**src/rtl/instr_fmt_pkg.sv**
```systemverilog
`default_nettype none
// ============================================================================
//  Module      : instr_fmt_pkg
//  Description : Shared instruction field layout for the 8-bit processor.
//                Holds the bit positions of every field, the format select
//                codes and the opcode enumeration, so the encoder and the
//                decode stage agree on one definition.
//                Word layout:
//                  register form : [7:5] opcode, [4:3] Rs, [2:0] low field
//                  immediate form: [7:5] opcode, [4:0] 5-bit immediate
//  Revision    : 1.0 - initial release
// ============================================================================
package instr_fmt_pkg;

    localparam int OPC_MSB = 7;
    localparam int OPC_LSB = 5;
    localparam int RS_MSB  = 4;
    localparam int RS_LSB  = 3;
    localparam int LO_MSB  = 2;
    localparam int IMM_MSB = 4;

    localparam logic FMT_REG = 1'b0;
    localparam logic FMT_IMM = 1'b1;

    typedef enum logic [2:0] {
        OP_NOP = 3'd0,
        OP_LD  = 3'd1,
        OP_LDI = 3'd2,
        OP_ST  = 3'd3,
        OP_ADD = 3'd4,
        OP_SUB = 3'd5,
        OP_AND = 3'd6,
        OP_JMP = 3'd7
    } opcode_t;

endpackage : instr_fmt_pkg
`default_nettype wire

```
**src/rtl/instr_pack.sv**
```systemverilog
`default_nettype none
// ============================================================================
//  Module      : instr_pack
//  Description : Combinational field packer. Builds an 8-bit instruction
//                word from opcode/register/immediate fields. Fields that do
//                not belong to the selected format are ignored.
//  Ports       : fmt  in  1  0 = register form, 1 = immediate form
//                op   in  3  opcode
//                rs   in  2  Rs field (register form)
//                lo   in  3  low field (register form)
//                imm  in  5  immediate (immediate form)
//                word out 8  packed instruction word
//  Revision    : 1.0 - initial release
// ============================================================================
module instr_pack
    import instr_fmt_pkg::*;
(
    input  logic       fmt,
    input  logic [2:0] op,
    input  logic [1:0] rs,
    input  logic [2:0] lo,
    input  logic [4:0] imm,
    output logic [7:0] word
);

    always_comb begin
        word = '0;
        word[OPC_MSB:OPC_LSB] = op;
        case (fmt)
            FMT_IMM: word[IMM_MSB:0] = imm;
            FMT_REG: begin
                word[RS_MSB:RS_LSB] = rs;
                word[LO_MSB:0]      = lo;
            end
        endcase
    end

endmodule : instr_pack
`default_nettype wire

```
**src/rtl/instr_encoder_fifo.sv**
```systemverilog
`default_nettype none
// ============================================================================
//  Module      : instr_encoder_fifo
//  Description : Packs instruction fields into 8-bit words and queues them in
//                a small FIFO presented over a valid/ready handshake.
//                Optional feature macro: ENC_STATS_EN adds an 8-bit wrapping
//                count of popped words (issued_cnt).
//  Ports       : clock      in   1        system clock, rising edge
//                reset_n    in   1        asynchronous active-low reset
//                flush      in   1        synchronous clear (wins over push/pop)
//                in_valid   in   1        field set present
//                in_ready   out  1        a field set can be accepted
//                in_fmt     in   1        0 = register form, 1 = immediate form
//                in_op      in   3        opcode
//                in_rs      in   2        Rs field
//                in_lo      in   3        low field
//                in_imm     in   5        immediate
//                out_valid  out  1        instr holds a valid word
//                out_ready  in   1        consumer takes the word
//                instr      out  8        FIFO head word (0 when empty)
//                issued_cnt out  8        pop count (ENC_STATS_EN only)
//                level      out  PTR_W+1  current occupancy
//  Revision    : 1.0 - initial release
// ============================================================================
module instr_encoder_fifo
    import instr_fmt_pkg::*;
#(
    parameter  int DEPTH = 4,
    localparam int PTR_W = $clog2(DEPTH)
) (
    input  logic             clock,
    input  logic             reset_n,
    input  logic             flush,
    input  logic             in_valid,
    output logic             in_ready,
    input  logic             in_fmt,
    input  logic [2:0]       in_op,
    input  logic [1:0]       in_rs,
    input  logic [2:0]       in_lo,
    input  logic [4:0]       in_imm,
    output logic             out_valid,
    input  logic             out_ready,
    output logic [7:0]       instr,
`ifdef ENC_STATS_EN
    output logic [7:0]       issued_cnt,
`endif
    output logic [PTR_W:0]   level
);

    localparam logic [PTR_W:0] FULL_LEVEL = (PTR_W + 1)'(DEPTH);

    logic [7:0]       packed_word;
    logic [7:0]       mem [DEPTH];
    logic [PTR_W-1:0] wr_ptr;
    logic [PTR_W-1:0] rd_ptr;
    logic             push;
    logic             pop;

    instr_pack u_pack (
        .fmt  (in_fmt),
        .op   (in_op),
        .rs   (in_rs),
        .lo   (in_lo),
        .imm  (in_imm),
        .word (packed_word)
    );

    // Readiness is a pure function of the occupancy register, so a full FIFO
    // never accepts a word even when the consumer pops in the same cycle.
    assign in_ready  = (level != FULL_LEVEL);
    assign out_valid = (level != '0);
    assign instr     = out_valid ? mem[rd_ptr] : 8'h00;

    // Flush discards any push or pop attempted in the same cycle.
    assign push = in_valid && in_ready && !flush;
    assign pop  = out_valid && out_ready && !flush;

    // Storage has no reset; entries are only visible once counted in level.
    always_ff @(posedge clock) begin
        if (push) begin
            mem[wr_ptr] <= packed_word;
        end
    end

    // DEPTH is a power of two, so natural pointer overflow gives the
    // DEPTH-1 -> 0 wrap.
    always_ff @(posedge clock or negedge reset_n) begin
        if (!reset_n) begin
            wr_ptr <= '0;
            rd_ptr <= '0;
            level  <= '0;
        end else if (flush) begin
            wr_ptr <= '0;
            rd_ptr <= '0;
            level  <= '0;
        end else begin
            if (push) begin
                wr_ptr <= wr_ptr + PTR_W'(1);
            end
            if (pop) begin
                rd_ptr <= rd_ptr + PTR_W'(1);
            end
            case ({push, pop})
                2'b10:   level <= level + (PTR_W + 1)'(1);
                2'b01:   level <= level - (PTR_W + 1)'(1);
                default: level <= level;
            endcase
        end
    end

`ifdef ENC_STATS_EN
    always_ff @(posedge clock or negedge reset_n) begin
        if (!reset_n) begin
            issued_cnt <= 8'h00;
        end else if (flush) begin
            issued_cnt <= 8'h00;
        end else if (pop) begin
            issued_cnt <= issued_cnt + 8'h01;
        end
    end
`endif

endmodule : instr_encoder_fifo
`default_nettype wire

```
**config.mk**
```make
export PLATFORM = sky130hd
export DESIGN_NAME = instr_encoder_fifo
export DESIGN_NICKNAME = d
export VERILOG_FILES = /design/src/rtl/instr_fmt_pkg.sv /design/src/rtl/instr_pack.sv /design/src/rtl/instr_encoder_fifo.sv
export SDC_FILE = /design/constraint.sdc
export NUM_CORES = 1
export LEC_CHECK = 0
export CAP_MARGIN = 20
export CORE_ASPECT_RATIO = 1.1
export CORE_MARGIN = 5
export CORE_UTILIZATION = 40
export DETAILED_ROUTE_END_ITERATION = 8
export DONT_BUFFER_PORTS = 1
export PLACE_DENSITY = 0.6
export SLEW_MARGIN = 30
export SYNTH_ARGS = -nofsm -noshare
export SYNTH_HDL_FRONTEND = slang
export SYNTH_SLANG_ARGS = --single-unit
```
**constraint.sdc**
```tcl
create_clock -name clock -period 3.2 [get_ports clock]
set_input_delay 0.32 -clock clock [delete_from_list [all_inputs] [get_ports clock]]
set_output_delay 0.32 -clock clock [all_outputs]
set_load 0.02 [all_outputs]
```
# Yosys cells after proc, flatten, opt, wreduce, memory -nomap -nowiden
# Memory sizes are Yosys's and may differ from the RTL's.
# Cells that the tools add are included.
[word_totals] reg_bits=7 mem_bits_rw=32 input_bits=19 output_inout_bits=13 wordCells=31 mem_count=1
[mem_list] name="mem" words=4 word_bits=8 read_ports=1 rd_ports_with_merged_regs=0 write_ports=1 line_no="instr_encoder_fifo.sv:53" rtl="logic [7:0] mem [DEPTH];"
[op_classes] add_sub_neg=4 n_eq_ne=3 mux=10 n_bitwise=1 n_reduce_logical=9
[op_table] op="one-hot mux 5 bit (2 select lines)" count=1
[op_table] op="2-to-1 mux 2 bit" count=4
[op_table] op="2-to-1 mux 8 bit" count=1
[op_table] op="one-hot mux 3 bit (2 select lines)" count=1
[op_table] op="nonzero test 3 bit" count=2
[op_table] op="adder 2 x 1 -> 2 bit (second input constant)" count=2
[op_table] op="logical AND 1 bit" count=4
[op_table] op="nonzero test 2 bit" count=2
[op_table] op="adder 3 x 1 -> 3 bit (second input constant)" count=1
[op_table] op="2-to-1 mux 3 bit" count=1
[op_table] op="inequality test 3 bit (second input constant)" count=1
[op_table] op="subtractor 3 x 1 -> 3 bit (second input constant)" count=1
[op_table] op="equality test 2 x 1 -> 1 bit (second input constant)" count=1
[op_table] op="equality test 2 bit (second input constant)" count=1
[op_table] op="2-to-1 mux 1 bit" count=2
[op_table] op="zero test 1 bit" count=1
[op_table] op="inverter 1 bit" count=1

# Logic depth before layout (Yosys ltp)
# Gate-level depths: netlist (run 1).
[depth] ltp_word=6 ltp_mapped=9 depth_no_buf=7

# Hierarchy
# Synthesis (run 1) repeated with hierarchy kept, for this count alone.
[unflattened] cells_unflattened=124 hier_area_um2=1843.0
[by_module_without_submodules] mod="instr_encoder_fifo" n_inst=1 cells_per_inst=116 area_per_inst_um2=1764.2 seq_area_each_um2=1136.1
[by_module_without_submodules] mod="instr_pack" n_inst=1 cells_per_inst=8 area_per_inst_um2=78.8 seq_area_each_um2=0.0

# Worst setup path after synthesis (run 1)
# No wires, ideal clock.
[synth_timing] path_type="register to register" startpoint="register level[0]" endpoint="register level[1]" setup_ns=0.125 arrival_ns=2.222 required_ns=3.075 setup_slack_ns=0.852 stages_incl_launch_ff=9 n_path_buf=2 period_less_slack_ns=2.348 cell_sequence="dfrtp_1 -> buf_4 -> or3_4 -> buf_6 -> nand2_2 -> nor3b_1 -> fa_1 -> o22ai_1 -> a2111oi_0"
[synth_via] elab_chain_len=6 elab_cells_between_ends=13 classes_between="add/sub: 2; eq/ne: 3; mux: 2; reduce/logical: 6"
[synth_rtl] item="from (decl)" line_no="instr_encoder_fifo.sv:47" rtl="output logic [PTR_W:0] level"
[synth_rtl] item="from (signal assigned)" line_no="instr_encoder_fifo.sv:104" rtl="2'b10: level <= level + (PTR_W + 1)'(1);"
[synth_rtl] item="from (signal assigned)" line_no="instr_encoder_fifo.sv:105" rtl="2'b01: level <= level - (PTR_W + 1)'(1);"
[synth_rtl] item="from (signal assigned)" line_no="instr_encoder_fifo.sv:106" rtl="default: level <= level;"
[synth_rtl] item="nonzero test 3 bit *" line_no="instr_encoder_fifo.sv:71" rtl="assign out_valid = (level != '0);"
[synth_rtl] item="named net out_valid" line_no="instr_encoder_fifo.sv:41" rtl="output logic out_valid,"
[synth_rtl] item="logical AND 1 bit * (2 in series)" line_no="instr_encoder_fifo.sv:76" rtl="assign pop = out_valid && out_ready && !flush;"
[synth_rtl] item="equality test 2 x 1 -> 1 bit / equality test 2 bit (equally long branches)" line_no="instr_encoder_fifo.sv:103" rtl="case ({push, pop})"
[synth_rtl] item="one-hot mux 3 bit (2 select lines)" line_no="instr_encoder_fifo.sv:103"
[synth_rtl] item="2-to-1 mux 3 bit" line_no="instr_encoder_fifo.sv:92" rtl="end else if (flush) begin"
# The timed path passes the listed nets; every way through them passes the cells marked *.
# A chain may end at the register's enable or synchronous reset.

# Final worst setup path (run 1)
# Same ends and word-level chain as after synthesis.

==> metrics.txt, run 1 <==
sw power=0.0003075 W; Slew headroom=0.5851; unrepaired setup endpoints after global routing=false; final wirelength=3243 um; CTS tree=done; CP Class=reg -> reg; post-cts sizing count=0; critical-path cell list=or3_4 -> nand2_2 -> nor3b_1 -> fa_1 -> o22ai_1 -> a2111oi_0; RePlAce Congestion=0.7639; clock slew at reported path FFs=0.08 ns; DR WL met3=272 um; die width=74.85 um; Die Y=81.34 um; largest net degree at the start of global routing=16; # IOs=32; die footprint=0.006088 sq mm; Via density=5.348; DR pass1 iterations=4; CTS root buffer=clkbuf_8; Setup crit end kind=flop; Fin Setup TNS=0 ns; DR DRC count=0; post-route minimum period=2.438 ns; post-synthesis async set-or-reset flop share=0.1795; starting density of the core=0.4063; f_max=410.2 MHz; initial antenna violation count=0; Hold Crit Depth=1; peak supply drop=0.2686 mV; Routed WL per cell=17.92 um; status=finished clean; #FFs+latches synth=39; H-tree Lvls=2; Worst path slowest cell=dfrtp_1; count of cell types in the netlist=35; GR Overflow Total=0; vias in the first global route=1028; R2R depth=6; Max Clock Skew=0.004403 ns; synth warn=0; worst endpoint required time=3.36 ns; M1 wire length=1315 um; Final Slew Violations=0; Fillers=409; share of cells above drive strength 1=0.2080; Setup crit start kind=flop; Arr. time, crit path=2.60 ns; top layer in use=met4; CTS Sinks=39; Seq/Total Area, Yosys=0.6139; switching share of total power=0.2576; num rows=26; antenna-violating nets left=0; Longest Clk Path Bufs=2; Comb pwr share=0.142; path type of the worst min-delay path=in -> reg; nets=148; Mapped Avg Cell Area=14.92 sq um; clock latency on the worst-skew pair=0.28 ns; Reg power frac=0.515; cts bufs inserted=5; Tot Pwr=0.001194 W; Critical R2R Launch=level[0]; ys flop type=edfxtp_1; # diodes=0; Synth Instances=124; first-pass GRT wire length=5202 um; placed wire-length estimate=2170 um; PD cells=597.5 mW/mm^2; Vias=968; port bufs=0; Worst path max stage delay=0.57 ns; final setup margin=0.7620 ns; Worst Max-Slew Pin Slew=0.6223 ns; HP Start=flush; clock group share of total power=0.343; Post-Syn Area=0.001851 sq mm; Tcrit/Tclk final=0.7619; dpl ws=0.6922 ns; Core Area=0.004554 sq mm; Internal=0.0008863 W; number of flops mapped to enable cells by yosys=32; Crit Path Max Fanout=11; max cap viols=0; gr usage total=0.1188; Syn Nets=148; Initial DRC Count=28; WL met2=1624 um; leakage=0.6727 nW; Final Setup Violations=0; CP startpoint=level[0]; final hold vios=0; Area Growth Syn to Fin=7.979%
## metrics by stage
stage	hold slack, ns	util	cell area, sq um	std cells
2_1_floorplan	0.02441	-	1851	124
3_3_place_gp	0.02466	0.4113	1873	172
3_5_place_dp	0.02465	0.4113	1873	172
4_1_cts	0.07954	0.4387	1998	181
5_1_grt	0.07086	0.4387	1998	181
6_report	0.08987	0.4387	1998	181
## metal layers
metal,global-route usage,vias to the layer above
met4,0.04270,0
met2,0.1908,33
met3,0.05322,4
met5,0,-
met1,0.1393,473
li1,-,458
## cell usage after synthesis (2+ instances only)
library cell,count,area share
edfxtp_1,32,0.52
and2_1,11,0.037
mux4_2,8,0.097
dfrtp_1,7,0.095
nand2_1,7,0.014
nor2_1,6,0.012
mux2_2,5,0.030
a21oi_1,4,0.011
ha_1,4,0.027
nand3_1,4,0.011
inv_1,3,0.0061
xor2_1,3,0.014
a2111oi_0,2,0.0095
buf_1,2,0.0041
buf_2,2,0.0054
buf_4,2,0.0081
nor3b_1,2,0.0081
o21ai_0,2,0.0054
o22ai_1,2,0.0068
## what timing repair did
item / in CTS / in global routing
hold buffers: 1 / 0
setup buffers: 0 / 0
hold endpoints to repair: 7 / 0
## final cells by class
cell class | count | area [sq um] | share of cell area
Tap cell | 56 | 70.07 | 0.03507
Inverter | 3 | 11.26 | 0.005636
Timing Repair Buffer | 1 | 10.01 | 0.005009
Sequential cell | 39 | 1136 | 0.5686
Clock buffer | 5 | 68.82 | 0.03444
Multi-Input combinational cell | 74 | 655.6 | 0.3281
Clock inverter | 3 | 46.29 | 0.02317
## cell families after synthesis
| logic type | after synthesis | share of synthesized area |
|---|---|---|
| DFF | 39 | 0.6139 |
| and+or+nand+nor | 38 | 0.1210 |
| AOI/OAI and AO/OA | 14 | 0.04869 |
| muxes | 13 | 0.1278 |
| buffers and inverters | 11 | 0.03177 |
| adders and majority gates | 5 | 0.03786 |
| xor gates and xnor gates | 4 | 0.01894 |
## critical path, delay by kind of cell (launching register included)
kind            cells  cell delay [ns]
compound gates      2             0.51
fa+ha+maj           1             0.50
flops               1             0.57
simple gates        3             0.73
## cells in the final DEF (no fill, tap or decap), drive strengths merged, types with 2 or more instances in the layout
| cell | instances |
|---|---|
| a2111oi | 2 |
| a21oi | 4 |
| and2 | 12 |
| clkbuf | 5 |
| dfrtp | 7 |
| edfxtp | 32 |
| ha | 4 |
| inv | 4 |
| mux2 | 5 |
| mux4 | 8 |
| nand2 | 8 |
| nand3 | 4 |
| nor2 | 6 |
| nor3b | 2 |
| o21ai | 2 |
| o22ai | 2 |
| xor2 | 3 |
## flip-flops by register name (all words and copies together), names as in the netlist
name    cells
rd_ptr      2
mem        32
wr_ptr      2
level       3
## power groups by stage
stage	Clock (W)	Combinational, W	Sequential [W]
after CTS	0.000422	0.000173	0.000616
after floorplan	0	0.000178	0.000602
after global placement	0	0.000167	0.000625
after global routing	0.000446	0.000189	0.000620
after detailed placement	0	0.000170	0.000628
final	0.000409	0.000170	0.000615
## worst paths after layout
check | slack [ns] | end
max in group asynchronous | 2.56 | rd_ptr[0]
min in group asynchronous | 0.38 | level[1]
worst min register to register | 0.58 | wr_ptr[1]
worst max-delay path | 0.76 | level[1]
worst max register to register | 0.76 | level[1]
worst min-delay path | 0.09 | wr_ptr[1]
(Power assumes the default switching activity.)
==> run 2, diff against run 1 <==
--- a/config.mk
+++ b/config.mk
@@ -11,7 +11,7 @@
 export CORE_UTILIZATION = 40
 export DETAILED_ROUTE_END_ITERATION = 8
 export DONT_BUFFER_PORTS = 1
-export PLACE_DENSITY = 0.6
+export PLACE_DENSITY = 0.62
 export SLEW_MARGIN = 30
 export SYNTH_ARGS = -nofsm -noshare
 export SYNTH_HDL_FRONTEND = slang
==> constraint.sdc (replaced) <==
create_clock -name clock -period 2.1 [get_ports clock]
set_input_delay 0.21 -clock clock [delete_from_list [all_inputs] [get_ports clock]]
set_output_delay 0.21 -clock clock [all_outputs]
set_load 0.02 [all_outputs]
==> run 2 against run 1 <==
Compared with the run above: final cell count rose by 3.9%; via count increased by 5.1%; setup slack got worse by 0.64 ns; fmax grew 23%; total power is 65% higher; register-to-register slack got worse by 0.64 ns; sequential power grew 47%; routed wire length decreased by 1.1%; die area unchanged; combinational power rose by 99%; final area up 5.3%; largest cell class unchanged; largest power group unchanged.
==> metrics.txt, run 2 (same netlist as run 1, synthesis figures left out) <==
starting density of the core=0.4063 (unchanged); Longest Clk Path Bufs=2 (unchanged); # diodes=0 (unchanged); vias in the first global route=1054 (+2.5%); Setup crit start kind=flop; Slew headroom=0.6822 (+0.09711); dpl ws=0.06624 ns (-0.6260 ns); path type of the worst min-delay path=in -> reg; leakage=0.7251 nW (+7.8%); clock latency on the worst-skew pair=0.29 ns (about the same); H-tree Lvls=2 (unchanged); num rows=26 (unchanged); CTS Sinks=39 (unchanged); Hold Crit Depth=1 (unchanged); port bufs=0 (unchanged); first-pass GRT wire length=5050 um (-2.9%); RePlAce Congestion=0.7016 (-8.2%); DR pass1 iterations=4 (unchanged); multi-input logic area=666.9 sq um (+1.7%); CP Class=reg -> reg; Worst path max stage delay=0.53 ns (-0.04 ns); Tot Pwr=0.001968 W (+65%); R2R depth=6 (unchanged); Setup crit end kind=flop; post-placement cell count=177 (+2.9%); critical-path cell list=or3_4 -> nand2_4 -> nor3b_2 -> fa_1 -> o22ai_1 -> a2111oi_1; Arr. time, crit path=2.14 ns (-0.46 ns); f_max=504.4 MHz (+23%); Storage cell area=0.001139 sq mm (+0.22%); # IOs=32 (unchanged); Vias=1017 (+5.1%); Die Y=81.34 um (unchanged); share of cells above drive strength 1=0.2576 (+0.04958); max reg flops=32 (unchanged); placed wire-length estimate=2255 um (+3.9%); CTS root buffer=clkbuf_8; post-route minimum period=1.983 ns (-0.4554 ns); largest net degree at the start of global routing=16 (unchanged); clock slew at reported path FFs=0.07 ns (about the same); post-CTS setup buffers=0 (unchanged); die width=74.85 um (unchanged); Routed WL per cell=17.05 um (-4.8%); antenna-violating nets left=0 (unchanged); Max Clock Skew=0.005652 ns (+0.001249 ns); gr usage total=0.1154 (-0.003359); final setup margin=0.1175 ns (-0.6446 ns); delay-heaviest family, CP=simple AND/OR/NAND/NOR gates; GR Overflow Total=0 (unchanged); final hold vios=0 (unchanged); Worst Max-Slew Pin Slew=0.4767 ns (-0.1457 ns); peak supply drop=0.4764 mV (+77%); crit path buf inv count=0 (unchanged); die footprint=0.006088 sq mm (unchanged); DR DRC count=0 (unchanged); unrepaired setup endpoints after global routing=false; critical path depth=6 (unchanged); Fillers=405 (-0.98%); worst endpoint required time=2.26 ns (-1.10 ns); final wirelength=3206 um (-1.1%); largest register by flop count=mem; biggest regs=mem (32), level (3); CTS tree=done; PD cells=935.6 mW/mm^2 (+57%); status=finished clean; initial antenna violation count=0 (unchanged); final non-filler cell total=188 (+3.9%); cts bufs inserted=5 (unchanged); Worst path slowest cell=fa_1; Fin Setup TNS=0 ns (unchanged); Area Growth Syn to Fin=13.66%; Core Area=0.004554 sq mm (unchanged); Final Slew Violations=0 (unchanged); max cap viols=0 (unchanged); Crit Path Max Fanout=2 (-9); Tcrit/Tclk final=0.9441 (+0.1822); Final Setup Violations=0 (unchanged); Initial DRC Count=33 (+18%); Via density=5.410 (+1.2%); nets=155 (+4.7%); most frequent cells in the layout=32 x edfxtp_1, 11 x and2_1, 8 x mux4_2; commonest non-fill, non-tap cell in the layout=edfxtp_1
run 2: cell count changes in the layout (fill, tap and decap cells not counted), moves of 2 or more:
cell	change
dlygate4sd3_1	+2
dfrtp_2	+2
buf_4	+4
dfrtp_1	-2
run 2: through the flow:
stage                     utilization  area, sq um  hold slack [ns]
final                          0.4618         2103          0.01295
after global routing           0.4618         2103         0.003473
after CTS                      0.4593         2092         0.005165
after detailed placement       0.4250         1936         -0.08534
after global placement         0.4250         1936         -0.08532
after floorplan                     -         1873         -0.08559
run 2: worst paths after layout:
path                              to  slack (ns)      start
min                         level[0]        0.01      flush
max                         level[1]        0.12   level[2]
min in group asynchronous  wr_ptr[0]        0.25    reset_n
min reg2reg                wr_ptr[1]        0.57  wr_ptr[1]
max in group asynchronous   level[0]        1.60    reset_n
max reg2reg                 level[1]        0.12   level[2]
run 2: repair_timing:
action | in CTS | in global routing
hold endpoints to repair | 13 | 3
hold buffers | 2 | 1
setup endpoints to repair | 0 | 1
gates resized for setup | 0 | 1
run 2: final cells by class:
cell class / count / share of cell area
Tap cell: 56 / 0.03331
Sequential cell: 39 / 0.5413
Multi-Input combinational cell: 74 / 0.3171
Clock inverter: 3 / 0.03212
Clock buffer: 5 / 0.03272
Timing Repair Buffer: 8 / 0.03807
Inverter: 3 / 0.005354
run 2: where the power goes:
part | total (W) | switching [W] | internal, W
logic | 0.000339 | 0.000191 | 0.000148
registers | 0.000903 | 0.0000240 | 0.000879
clock network | 0.000726 | 0.000253 | 0.000474
run 2: routing by layer:
layer	global-route usage	part of all wire	routed length (um)
met1	0.1360	0.39	1243
met2	0.1943	0.54	1732
met3	0.03342	0.058	187
met4	0.04804	0.013	43
met5	0	0	0
